## src/rtl/pipe_pkg.sv

```systemverilog
// Shared definitions for the pipe stage family: the beat-count width helper.
package pipe_pkg;

    // Width needed to hold a beat count in the range 0..n.
    function automatic int unsigned cw_for(input int unsigned n);
        return $clog2(n + 1);
    endfunction

endpackage

```

## src/rtl/pipe_packer.sv

```systemverilog
// Width-up converter: packs N L-bit beats (first beat in the LSBs) into one registered
// N*L-bit word; last_f closes a word early, and unused upper slots read as zero.
module pipe_packer
    import pipe_pkg::*;
#(
    parameter  int unsigned L  = 8,
    parameter  int unsigned N  = 4,
    localparam int unsigned CW = cw_for(N)
) (
    input  logic            clk,
    input  logic            rst,
    output logic            ready_f,
    input  logic            valid_f,
    input  logic [L-1:0]    data_f,
    input  logic            last_f,
    input  logic            ready_b,
    output logic            valid_b,
    output logic [N*L-1:0]  data_b,
    output logic [CW-1:0]   count_b,
    output logic            last_b
);

    logic [CW-1:0]      cnt_q;
    logic [(N-1)*L-1:0] acc_q;
    logic               valid_q;
    logic [N*L-1:0]     data_q;
    logic [CW-1:0]      count_q;
    logic               last_q;

    logic               in_xfer;
    logic               out_xfer;
    logic               close;
    logic [N-2:0]       acc_we;
    logic [N*L-1:0]     acc_ext;
    logic [N*L-1:0]     word_d;

    assign ready_f  = ~valid_q | ready_b;
    assign in_xfer  = valid_f & ready_f;
    assign out_xfer = valid_q & ready_b;
    assign close    = in_xfer & (last_f | (cnt_q == CW'(N - 1)));
    assign acc_ext  = {{L{1'b0}}, acc_q};

    // Closing word: stored slots below cnt, the incoming beat at cnt, zeros above.
    always_comb begin
        word_d = '0;
        acc_we = '0;
        for (int unsigned k = 0; k < N; k++) begin
            if (CW'(k) < cnt_q) begin
                word_d[k*L +: L] = acc_ext[k*L +: L];
            end else if (CW'(k) == cnt_q) begin
                word_d[k*L +: L] = data_f;
            end
        end
        for (int unsigned k = 0; k < N - 1; k++) begin
            acc_we[k] = in_xfer & ~close & (cnt_q == CW'(k));
        end
    end

    always_ff @(posedge clk or posedge rst) begin
        if (rst) begin
            cnt_q <= '0;
            acc_q <= '0;
        end else if (close) begin
            cnt_q <= '0;
            acc_q <= '0;
        end else begin
            if (in_xfer) begin
                cnt_q <= cnt_q + CW'(1);
            end
            for (int unsigned k = 0; k < N - 1; k++) begin
                if (acc_we[k]) begin
                    acc_q[k*L +: L] <= data_f;
                end
            end
        end
    end

    // A close can only happen while ready_f=1, so a stalled word is never overwritten.
    always_ff @(posedge clk or posedge rst) begin
        if (rst) begin
            valid_q <= 1'b0;
            data_q  <= '0;
            count_q <= '0;
            last_q  <= 1'b0;
        end else if (close) begin
            valid_q <= 1'b1;
            data_q  <= word_d;
            count_q <= cnt_q + CW'(1);
            last_q  <= last_f;
        end else if (out_xfer) begin
            valid_q <= 1'b0;
        end
    end

    assign valid_b = valid_q;
    assign data_b  = data_q;
    assign count_b = count_q;
    assign last_b  = last_q;

endmodule

```

## config.mk

```make
export PLATFORM = sky130hd
export DESIGN_NAME = pipe_packer
export DESIGN_NICKNAME = d
export VERILOG_FILES = /design/src/rtl/pipe_pkg.sv /design/src/rtl/pipe_packer.sv
export SDC_FILE = /design/constraint.sdc
export NUM_CORES = 1
export LEC_CHECK = 0
export CORE_MARGIN = 2
export CORE_UTILIZATION = 53
export DETAILED_ROUTE_END_ITERATION = 10
export GPL_TIMING_DRIVEN = 1
export PLACE_DENSITY = 0.82
export SYNTH_ARGS = -nofsm -noshare
export SYNTH_HDL_FRONTEND = slang
export SYNTH_SLANG_ARGS = --single-unit
```

## constraint.sdc

```tcl
create_clock -name clk -period 2.7 [get_ports clk]
set_clock_uncertainty 0.1 [all_clocks]
set_input_delay 0.54 -clock clk [delete_from_list [all_inputs] [get_ports clk]]
set_output_delay 0.54 -clock clk [all_outputs]
set_load 0.01 [all_outputs]
```

==> results.json, run 1 <==
{
  "wl_mm": 7.13,
  "worstPathArrival_ps": 1730,
  "layout_min_cycle_time_ps": 2370,
  "leakagePower_nw": 1.96,
  "slowest_delay_ps": 560,
  "synth_edf_count": 0,
  "crit_top_cell": "clkdlybuf4s50_1",
  "r2r_cells": 4,
  "grt_pass1_vias": 2255,
  "synth_ff_type": "dfrtp_1",
  "dieArea_um2": 6470,
  "top_layer_used": "met4",
  "reg2reg_to": "data_b[16]$_DFFE_PP0P_",
  "syn_inst": 258,
  "synth_top_cell_by_area": "dfrtp_1",
  "port_buffers": 50,
  "synth_async_sr_flop_share": 1.00,
  "r2r-start": "cnt_q[0]$_DFFE_PP0P_",
  "period_share": 0.879,
  "drtIter0Drc": 146,
  "clk_latency_ps": 360,
  "setup_viol_count_final": 0,
  "crit_family": "buffers and inverters",
  "core_um2": 5570,
  "final_cell_mix": "64 x dfrtp_1, 50 x clkdlybuf4s50_1, 37 x inv_1",
  "crit_end": "ready_f",
  "fmaxAchievable_ghz": 0.421,
  "synthXorXnorAreaFrac": 0.00283,
  "final_max_slew_viol_count": 0,
  "synth_nets": 274,
  "grt_pass1_wl_mm": 11.6,
  "clockBufferDepth": 2,
  "hold_path_class": "flop to flop",
  "antenna-diode-count": 0,
  "layout_commonest_cell": "dfrtp_1",
  "status": "complete, no violations",
  "numPlacedInstances": 381,
  "detail_route.first_pass.iterations": 4,
  "cts_buffers": 9,
  "post_cts_buffers": 0,
  "fp-row-count": 27,
  "ys_seq_area_frac": 0.517,
  "hold_violations": 0,
  "cp_max_fo": 5,
  "synth.area.top_cells": "dfrtp_1 52%, mux2_4 11%, mux2i_1 7.8%",
  "endpoint_kind": "output pin",
  "drtAntennaViolNets": 0,
  "htree_levels": 3,
  "start_kind": "input pin",
  "synth_simple_gate_area_frac": 0.0630,
  "worstPathCellList": "clkdlybuf4s50_1 > nor2b_1 > inv_1 > clkdlybuf4s50_1",
  "yosys_warnings": 0,
  "place_congestion": 0.863,
  "ios": 51,
  "crit_buf_inv": 3,
  "grt_max_degree": 26,
  "dpl.hpwl_mm": 4.93,
  "fp.dieW_um": 80.5,
  "clk_pin_slew_ps": 70,
  "wl_met3_um": 441,
  "drive_above_1_share": 0.209,
  "regArea_um2": 1600,
  "whs_path_depth": 1,
  "yosysTopAreaCellShare": 0.517,
  "cts_tree": "yes",
  "syn_area_per_cell_um2": 12.0,
  "rsz0062_at_grt": "no",
  "tns_ps": 0,
  "grtUsageTotal": 0.245,
  "synthAdderAreaFrac": 0.0121,
  "drc_errors": 0,
  "power_density_nw_per_um2": 834,
  "root_buffer": "clkbuf_8",
  "overflow": 0,
  "r2r_slack_ps": 710,
  "synth_top_family_by_area": "multiplexers",
  "multi_input_area_um2": 1250,
  "setup_ws_ps": 326,
  "hold_buffers": 0,
  "avgRoutedWirePerCell_um": 18.0,
  "slowest_stage": "clkdlybuf4s50_1",
  "start_util": 0.556,
  "antenna_found_initial": 0,
  "cap_violations": 0,
  "crit_required_ps": 2060,
  "area_delta_synth_final_pct": 27.9,
  "avgViaCountPerCell": 5.70,
  "n_fill_cell": 409,
  "synth.area.mux_share": 0.202,
  "synth_compound_area_frac": 0.124,
  "num-nets-final": 336,
  "cp-startpoint": "ready_b",
  "relSlewSlack": 0.556,
  "synth_cell_types": 32,
  "ys_seq_elements": 64,
  "clock-sinks": 64,
  "vias": 2262,
  "path_depth": 4,
  "syn_area_um2": 3100,
  "vdd_drop_max_mv": 0.514,
  "tightest_slew_ps": 667,
  "wl_met2_mm": 3.39,
  "worstSetupPathType": "input pin to output pin",
  "instances_no_fill": 397,
  "post_cts_resized": 0,
  "fp.dieH_um": 80.5,
  "m1WireLength_mm": 3.12,
  "pre_cts_ws_ps": 296
}
cell usage after synthesis, types with 4 or more instances:
| cell | number |
|---|---|
| dfrtp_1 | 64 |
| inv_1 | 38 |
| nand2_1 | 27 |
| mux2i_1 | 24 |
| o32ai_1 | 24 |
| mux2_4 | 22 |
| a22o_1 | 8 |
| clkbuf_1 | 7 |
| buf_2 | 5 |
| mux2_2 | 5 |
| buf_6 | 4 |
| nand2b_1 | 4 |
routing by layer:
layer	up-vias	GRT usage
met3	16	0.0528
li1	1029	-
met2	82	0.373
met4	0	0.120
met1	1135	0.332
met5	-	0
cells by family after synthesis:
group           after synthesis
simple gates                 40
mux                          51
fa+ha+maj                     3
buf+inv                      55
compound gates               44
flops                        64
xor+xnor                      1
area by class of cell:
cell class	count	share of cell area
clock inverters	5	0.0199
clock buffers	11	0.0382
repair buffers	67	0.162
inverters	39	0.0369
multi-input cells	139	0.316
well taps	72	0.0227
flip-flops and latches	64	0.404
sequential cells by signal, indices dropped and copies added, names as in the netlist:
register,cells
data_b,32
count_b,3
last_b,1
acc_q,24
cnt_q,3
valid_b,1
power breakdown:
| group | internal [mW] | switching, mW |
|---|---|---|
| combinational | 0.588 | 0.481 |
| sequential | 1.16 | 0.120 |
| clock | 0.569 | 0.390 |
| total | 2.31 | 0.991 |
worst min-delay path by stage:
stage	endpoint	slack, ps	startpoint
2_1_floorplan	acc_q[10]$_DFFE_PP0P_	370	acc_q[10]$_DFFE_PP0P_
3_3_place_gp	acc_q[1]$_DFFE_PP0P_	380	acc_q[1]$_DFFE_PP0P_
3_5_place_dp	acc_q[9]$_DFFE_PP0P_	390	acc_q[9]$_DFFE_PP0P_
4_1_cts	data_b[27]$_DFFE_PP0P_	410	data_b[27]$_DFFE_PP0P_
5_1_grt	data_b[30]$_DFFE_PP0P_	420	data_b[30]$_DFFE_PP0P_
6_report	data_b[25]$_DFFE_PP0P_	400	data_b[25]$_DFFE_PP0P_
metrics by stage:
step | hold WS, ps | cell area (um^2) | utilization | power [mW]
5_1_grt | 416 | 3960 | 0.711 | 3.45
6_report | 403 | 3960 | 0.711 | 3.30
3_3_place_gp | 381 | 3730 | 0.670 | 2.32
4_1_cts | 410 | 3960 | 0.711 | 3.31
2_1_floorplan | 372 | 3100 | - | 1.88
3_5_place_dp | 394 | 3730 | 0.670 | 2.36
No activity file was read; power rests on OpenSTA's default activity.
==> run 2, diff against run 1 <==
--- a/config.mk
+++ b/config.mk
@@ -5,11 +5,12 @@
 export SDC_FILE = /design/constraint.sdc
 export NUM_CORES = 1
 export LEC_CHECK = 0
+export ABC_AREA = 1
 export CORE_MARGIN = 2
-export CORE_UTILIZATION = 53
+export CORE_UTILIZATION = 50
 export DETAILED_ROUTE_END_ITERATION = 10
 export GPL_TIMING_DRIVEN = 1
-export PLACE_DENSITY = 0.82
+export PLACE_DENSITY = 0.79
 export SYNTH_ARGS = -nofsm -noshare
 export SYNTH_HDL_FRONTEND = slang
 export SYNTH_SLANG_ARGS = --single-unit
==> run 2 against run 1 <==
Synthesized area is 4.1% lower. Power rose by 14%. Highest routed layer unchanged. Cell count is 28% higher. Non-clock buffer count is 14 lower. Core utilization down 7.3 points. Clock power is 18% lower. Sequential share of layout area rose by 2.8 points. Routed wire length fell by 0.25%. Critical endpoint unchanged. Largest cell class unchanged. Register-to-register slack improved by 70 ps. Worst hold slack worse by 27 ps.
==> results.json, run 2 <==
{
  "clk_latency_ps": 350,
  "hold_path_class": "flop to flop",
  "fmaxAchievable_ghz": 0.421,
  "tightest_slew_ps": 461,
  "m1WireLength_mm": 3.22,
  "grt_pass1_wl_mm": 12.1,
  "syn_inst": 377,
  "synth.area.top_cells": "dfrtp_1 54%, nand2_1 26%, o21ai_0 4.9%",
  "dpl.hpwl_mm": 4.73,
  "start_kind": "input pin",
  "top_layer_used": "met4",
  "yosysMostFrequentCell": "nand2_1",
  "wl_mm": 7.11,
  "fp-row-count": 28,
  "setup_viol_count_final": 0,
  "grt_max_degree": 65,
  "clk_pin_slew_ps": 70,
  "crit_buf_inv": 3,
  "yosys_warnings": 0,
  "crit_required_ps": 2060,
  "detail_route.first_pass.iterations": 6,
  "ios": 51,
  "post_cts_buffers": 0,
  "vdd_drop_max_mv": 0.467,
  "status": "complete, no violations",
  "port_buffers": 50,
  "clockBufferDepth": 2,
  "leakagePower_nw": 1.93,
  "root_buffer": "clkbuf_8",
  "overflow": 0,
  "power_density_nw_per_um2": 1020,
  "grtUsageTotal": 0.241,
  "rsz0062_at_grt": "no",
  "post_cts_resized": 0,
  "wl_met3_um": 357,
  "syn_area_per_cell_um2": 7.88,
  "drtIter0Drc": 192,
  "synth_edf_count": 0,
  "worstPathArrival_ps": 1740,
  "crit_top_cell": "clkdlybuf4s50_1",
  "area_delta_synth_final_pct": 24.8,
  "layout_commonest_cell": "nand2_1",
  "antenna-diode-count": 0,
  "period_share": 0.881,
  "tns_ps": 0,
  "drc_errors": 0,
  "cp_max_fo": 4,
  "ys_seq_area_frac": 0.539,
  "synth_ff_type": "dfrtp_1",
  "slowest_delay_ps": 550,
  "synth_common_cells": "203 x nand2_1, 64 x dfrtp_1, 29 x o21ai_0",
  "slowest_stage": "clkdlybuf4s50_1",
  "cts_buffers": 9,
  "dieArea_um2": 6580,
  "synth_cell_types": 21,
  "hold_violations": 0,
  "synth_nets": 393,
  "cts_tree": "yes",
  "crit_family": "buffers and inverters",
  "antenna_found_initial": 0,
  "drtAntennaViolNets": 0,
  "grt_pass1_vias": 2595,
  "drive_above_1_share": 0.0667,
  "vias": 2622,
  "fp.dieW_um": 81.1,
  "final_max_slew_viol_count": 0,
  "layout_min_cycle_time_ps": 2380,
  "endpoint_kind": "output pin",
  "hold_buffers": 0,
  "place_congestion": 0.814,
  "cap_violations": 0,
  "avgViaCountPerCell": 5.14,
  "worstSetupPathType": "input pin to output pin",
  "num-nets-final": 446,
  "start_util": 0.511,
  "final_cell_mix": "203 x nand2_1, 64 x dfrtp_1, 50 x clkdlybuf4s50_1",
  "clock-sinks": 64,
  "largest_reg_flops": 32,
  "relSlewSlack": 0.692,
  "yosysTopAreaCellShare": 0.539,
  "synth_top_cell_by_area": "dfrtp_1",
  "fp.dieH_um": 81.1,
  "ys_seq_elements": 64,
  "htree_levels": 3,
  "core_um2": 5820,
  "synth_async_sr_flop_share": 1.00,
  "wl_met2_mm": 3.32,
  "syn_area_um2": 2970,
  "worstPathCellList": "clkdlybuf4s50_1 > inv_1 > nand2_1 > clkdlybuf4s50_1",
  "power_mw": 3.78,
  "avgRoutedWirePerCell_um": 13.9
}
==> run 2: cell count changes after synthesis, moves of 6 or more <==
cell      previous run  this run
a22o_1               8         0
inv_1               38        16
nor2_1               1        19
nand2_1             27       203
clkbuf_1             7         1
o21ai_0              3        29
nand4_1              1         9
mux2_4              22         0
nand3_1              2        10
mux2i_1             24         0
o32ai_1             24         0
==> run 2: routing by layer <==
layer  vias to the layer above  track usage
li1                       1280            -
met1                      1231        0.331
met2                        90        0.369
met3                        21       0.0389
met4                         0        0.129
met5                         -            0
==> run 2: cell type report <==
type	instances	area, um^2
Sequential cell	64	1600
Timing Repair Buffer	53	536
Clock buffer	14	173
Inverter	18	67.6
Clock inverter	2	12.5
Multi-Input combinational cell	284	1220
Fill cell	529	2110
Tap cell	75	93.8
==> run 2: cell families (layout without fill, tap and decap cells) <==
logic type | Yosys count | in the layout | share of synthesized area
compound gates | 31 | 31 | 0.0568
xor+xnor | 1 | 1 | 0.00295
simple gates | 249 | 249 | 0.339
buf+inv | 29 | 87 | 0.0493
fa+ha+maj | 3 | 3 | 0.0126
flops | 64 | 64 | 0.539
==> run 2: through the flow <==
step	util	std cells	hold WS (ps)	area, um^2	setup slack, ps
after floorplan	-	377	342	2970	462
after global placement	0.606	494	354	3520	341
after detailed placement	0.606	494	365	3520	321
after CTS	0.637	510	382	3710	319
after global routing	0.637	510	405	3710	285
final	0.637	510	377	3710	322
==> run 2: tightest hold or removal path, delay by kind of cell (launching register included) <==
family / cells / cell delay, ps
AND/OR/NAND/NOR: 2 / 100
flip-flops: 1 / 340
==> run 2: worst paths after layout <==
kind | from | slack, ps | endpoint | cells after the start
setup / recovery | ready_b | 320 | ready_f | 4
hold / removal | data_b[19]$_DFFE_PP0P_ | 380 | data_b[19]$_DFFE_PP0P_ | 2
setup reg to reg | cnt_q[0]$_DFFE_PP0P_ | 780 | acc_q[23]$_DFFE_PP0P_ | 7
hold reg to reg | data_b[19]$_DFFE_PP0P_ | 380 | data_b[19]$_DFFE_PP0P_ | 2
max in group asynchronous | rst | 1740 | acc_q[8]$_DFFE_PP0P_ | 3
min in group asynchronous | rst | 460 | data_b[20]$_DFFE_PP0P_ | 3
==> run 2: where the power goes <==
part	switching (mW)	total (mW)	internal, mW
registers	0.209	1.48	1.28
logic	0.877	1.51	0.636
clock network	0.375	0.783	0.408
==> RTL edit 1 (flow settings as in run 2) <==
Set the parameter `N` to 5 (it was 4).
--- a/src/rtl/pipe_packer.sv
+++ b/src/rtl/pipe_packer.sv
@@ -4,7 +4,7 @@
     import pipe_pkg::*;
 #(
     parameter  int unsigned L  = 8,
-    parameter  int unsigned N  = 4,
+    parameter  int unsigned N  = 5,
     localparam int unsigned CW = cw_for(N)
 ) (
     input  logic            clk,
Interface: changed (resized data_b); port bits go from 51 to 59. The function was not compared with the original's and may differ.
==> RTL edit 1 against run 2 <==
  * Cell area grew 25%
  * Area after synthesis grew 26%
  * Worst hold slack lost 0.0015 ns
  * Fmax shrank 1.0%
  * Routed wire length grew 24%
  * Setup slack lost 0.024 ns
  * Power shrank 7.4%
  * Sequential cell count grew 16
  * Count of clock-buffer cells in the layout shrank 3
  * Non-clock buffer count grew 18
  * Highest routed layer unchanged
==> RTL edit 1: results (changes against run 2) <==
| Metric | Value |
|---|---|
| Yosys cell types | 17 (-19%) |
| Status | finished clean |
| Reg-to-reg startpoint | cnt_q[2]$_DFFE_PP0P_ |
| Global-route wire length before repair | 14800 um (+23%) |
| Post-CTS Hold Buffers | 0 (unchanged) |
| R2r setup slk | 0.71 ns (-0.07 ns) |
| Vias per cell | 5.11 (-0.63%) |
| Antenna diodes | 0 (unchanged) |
| PortBufs | 58 (+16%) |
| Hpwl dp | 5810 um (+23%) |
| Number of fill cells | 621 (+17%) |
| Top cells by count, synth | 269 x nand2_1, 80 x dfrtp_1, 33 x nand3_1 |
| Area fraction in compound gates after synthesis | 4.43% (-1.3 points) |
| Slew margin rel. | 62.2% (-7.0 points) |
| First drt pass iteration count | 5 (-1) |
| Hold wc startpoint | acc_q[10]$_DFFE_PP0P_ |
| WL met1 | 3970 um (+23%) |
| LEAKAGE | 2.52 nW (+30%) |
| Wire length on met3 | 526 um (+47%) |
| Post-Synth Adder-Cell Area | 1.01% (-0.26 points) |
| Crit path max fanout | 3 (-1) |
| Syn_nets | 506 (+29%) |
| Post-synthesis mux area share | 0% (unchanged) |
| Seq/Total Area, Yosys | 53.6% (-0.26 points) |
| Cts repair resizes | 0 (unchanged) |
| Crit path DAT | 1.76 ns (+0.02 ns) |
| Xor/xnor share of the synthesized area | 0.235% (-0.060 points) |
| Largest net degree at the start of global routing | 81 (+25%) |
| Largest register FFs | 40 (+25%) |
| Placed Area | 4430 um2 (+26%) |
| Worst reg2reg path depth | 6 (-1) |
| Clock Root Buffer | clkbuf_8 |
| CTS buffer count | 9 (unchanged) |
| Synth area leaders | dfrtp_1 54%, nand2_1 27%, nand3_1 4.4%, o21ai_0 3.2%, inv_1 2.8% |
| Hold Crit Class | reg -> reg |
| Met2 WL | 4050 um (+22%) |
| RD Place Congestion | 0.822 (+0.98%) |
| Peak supply drop | 0.000410 V (-12%) |
| Total GRT Usage | 22.8% (-1.4 points) |
| Vias in the first global route | 3126 (+20%) |
| NumNets Final | 567 (+27%) |
| Multi-input logic area | 1510 um2 (+23%) |
| DRT iter0 DRCs | 216 (+13%) |
| Share of cells above drive strength 1 | 5.42% (-1.3 points) |
| Drt total wl | 8840 um (+24%) |
| Worst Hold Slack | 0.375 ns (-0.00149 ns) |
| CP max stage delay | 0.56 ns |
==> RTL edit 1: changes by cell type in the layout (fill, tap and decap cells not counted), sizes merged, moves of 8 or more <==
cell           change
nand2             +62
nand3             +22
dfrtp             +16
buf               +10
inv               +10
clkdlybuf4s50      +8
==> RTL edit 1: cell families (layout without fill, tap and decap cells) <==
| group | count (synthesis) | count (layout) |
|---|---|---|
| AND/OR/NAND/NOR | 327 | 327 |
| flip-flops | 80 | 80 |
| buffers and inverters | 49 | 113 |
| AO/OA/AOI/OAI | 30 | 30 |
| adder cells (fa/ha/maj) | 3 | 3 |
| XOR/XNOR | 1 | 1 |
==> RTL edit 1: path summary, 6_finish.rpt <==
kind	endpoint
worst max-delay path	ready_f
min in group asynchronous	data_b[38]$_DFFE_PP0P_
worst min-delay path	acc_q[10]$_DFFE_PP0P_
worst max register to register	acc_q[30]$_DFFE_PP0P_
worst min register to register	acc_q[10]$_DFFE_PP0P_
max in group asynchronous	acc_q[31]$_DFFE_PP0P_
==> RTL edit 1: stage by stage <==
step	setup slack (ns)	instances
CTS	0.299	653
global placement	0.316	639
global route	0.267	653
finish	0.298	653
detailed placement	0.307	639
floorplan	0.00826	490
==> RTL edit 1: critical path: cells and delay by family <==
kind	cells	cell delay, ns
buffers and inverters	3	1.10
and+or+nand+nor	1	0.12
==> RTL edit 1: where the power goes <==
| group | switching (mW) | internal (mW) |
|---|---|---|
| registers | 0.127 | 1.40 |
| clock network | 0.411 | 0.513 |
| logic | 0.595 | 0.450 |
| total | 1.13 | 2.37 |
==> RTL edit 1: cell type report <==
type                    count  area share, %
clock buffers              11           2.84
clock inverters             3           1.49
inverters                  28           2.27
multi-input cells         361           32.6
flip-flops and latches     80           43.2
well taps                  99           2.67
repair buffers             71           14.9
==> RTL edit 1: metal layers <==
| metal | GRT usage [%] | vias to the layer above |
|---|---|---|
| met5 | 0 | - |
| met4 | 10.9 | 0 |
| met3 | 3.51 | 27 |
| met2 | 37.2 | 127 |
| met1 | 29.9 | 1542 |
| li1 | - | 1640 |
==> RTL edit 2 (config.mk and constraints of run 2) <==
Without the edit above. Put one more register stage on the output `count_b`, cleared by the reset. The value now appears one clock later. The other outputs are not delayed to match.
--- a/src/rtl/pipe_packer.sv
+++ b/src/rtl/pipe_packer.sv
@@ -94,7 +94,13 @@
 
     assign valid_b = valid_q;
     assign data_b  = data_q;
-    assign count_b = count_q;
+    always_ff @(posedge clk or posedge rst) begin
+        if (rst) begin
+            count_b <= '0;
+        end else begin
+            count_b <= count_q;
+        end
+    end
     assign last_b  = last_q;
 
 endmodule
Behaviour: not the same (a bounded check fails within 4 cycles, from zero or initial values and one cycle with rst high).
==> RTL edit 2 against run 2 <==
  * Area after synthesis rose by 2.4%
  * Sequential cell count increased by 3
  * Cell area increased by 1.7%
  * Routed wire length decreased by 2.9%
  * Power rose by 1.0%
  * Setup slack better by 0.038 ns
  * Worst hold slack got worse by 0.097 ns
  * Fmax is 1.6% higher
  * Die area is 2.2% higher
  * Global-route usage is 1.1 points lower
  * Critical path type unchanged
  * Largest power group is now sequential cells
==> RTL edit 2: results (changes against run 2) <==
| Metric | Value |
|---|---|
| Status | finished clean |
| Vias in the first global route | 2472 (-4.7%) |
| Largest net degree at the start of global routing | 68 (+4.6%) |
| Vias post-DR | 2593 (-1.1%) |
| Clock Root Buffer | clkbuf_8 |
| First drt pass iteration count | 4 (-2) |
| Share of cells above drive strength 1 | 6.62% (-0.046 points) |
| Post-Synth Adder-Cell Area | 1.23% (-0.029 points) |
| RD Place Congestion | 0.858 (+5.4%) |
| DRT iter0 DRCs | 188 (-2.1%) |
| LEAKAGE | 1.98 nW (+2.2%) |
| GR Util met2 | 35.4% (-1.6 points) |
| Met1 Use GR | 31.2% (-1.9 points) |
| Area fraction in compound gates after synthesis | 5.14% (-0.54 points) |
| Global-route wire length before repair | 11600 um (-3.9%) |
| Worst skew pair latency | 0.34 ns |
| Yosys cell types | 20 (-4.8%) |
| Fraction of registers with async set/reset | 100% (unchanged) |
| Antenna diodes | 0 (unchanged) |
| Hpwl dp | 4600 um (-2.7%) |
| Peak supply drop | 0.000488 V (+4.4%) |
| Initial Util | 51.7% (+0.58 points) |
| NumNets Final | 450 (+0.90%) |
| CTS H-tree depth | 3 (unchanged) |
| Placement Setup Slack | 0.355 ns (+0.0333 ns) |
| Total GRT Usage | 23.0% (-1.1 points) |
| Slowest cell on crit path | clkdlybuf4s50_1 |
| Number of fill cells | 491 (-7.2%) |
| Slew of the pin with the lowest slew margin | 0.492 ns (+0.0310 ns) |
| Routed length per instance | 13.5 um (-3.5%) |
| Setup bufs post-CTS | 0 (unchanged) |
| Post-route ant nets | 0 (unchanged) |
| Synth area leaders | dfrtp_1 55%, nand2_1 25%, o21ai_0 4.6%, nor2_1 2.5%, inv_1 2.0% |
| Met3 Resource Use GR | 6.15% (+2.3 points) |
| Crit path DAT | 1.70 ns (-0.04 ns) |
| Xor/xnor share of the synthesized area | 0.288% (-0.0068 points) |
| Syn_nets | 397 (+1.0%) |
| Top cells by count, synth | 205 x nand2_1, 67 x dfrtp_1, 28 x o21ai_0 |
| Seq/Total Area, Yosys | 55.1% (+1.2 points) |
RTL edit 2: area by class of cell:
class                      instances  area share (%)
clock buffer                      13            4.48
tap                               75            2.49
sequential                        67            44.5
timing repair buffer              53            14.2
multi-input combinational        285            32.3
inverter                          18            1.79
clock inverter                     2           0.266
RTL edit 2: cell families after synthesis:
group,Yosys count
XOR/XNOR,1
buffers and inverters,29
adder cells (fa/ha/maj),3
AND/OR/NAND/NOR,251
AO/OA/AOI/OAI,30
flip-flops,67
RTL edit 2: power by group:
| part | internal, mW | switching, mW |
|---|---|---|
| Clock | 0.401 | 0.364 |
| Combinational | 0.633 | 0.876 |
| Sequential | 1.34 | 0.203 |
RTL edit 2: worst max-delay path, delay by kind of cell:
kind          cells  cell delay, ns
simple gates      1            0.11
buf+inv           3            1.05
RTL edit 2: path summary, 6_finish.rpt:
| path | from | to | slack [ns] | cells after the start |
|---|---|---|---|---|
| min in group asynchronous | rst | data_b[22]$_DFFE_PP0P_ | 0.48 | 3 |
| max in group asynchronous | rst | acc_q[2]$_DFFE_PP0P_ | 1.71 | 3 |
| max reg2reg | cnt_q[0]$_DFFE_PP0P_ | acc_q[18]$_DFFE_PP0P_ | 0.87 | 7 |
| min | count_q[0]$_DFFE_PP0P_ | count_b[0]$_DFF_PP0_ | 0.28 | 0 |
| max | ready_b | ready_f | 0.36 | 4 |
| min reg2reg | count_q[0]$_DFFE_PP0P_ | count_b[0]$_DFF_PP0_ | 0.28 | 0 |
RTL edit 2: metrics by stage:
step                cell area (um2)  std cells  utilization [%]  hold WS, ns  total power, mW
global route                   3770        513             64.0        0.297             4.12
finish                         3770        513             64.0        0.280             3.82
CTS                            3770        513             64.0        0.278             3.84
global placement               3590        498             61.0        0.260             3.04
detailed placement             3590        498             61.0        0.262             3.07
floorplan                      3040        381                -        0.254             2.43
RTL edit 2: layer usage:
layer | up-vias | part of all wire [%]
met5 | - | 0
met4 | 0 | 1.6
met3 | 12 | 6.7
met2 | 73 | 46
met1 | 1217 | 45
li1 | 1291 | -
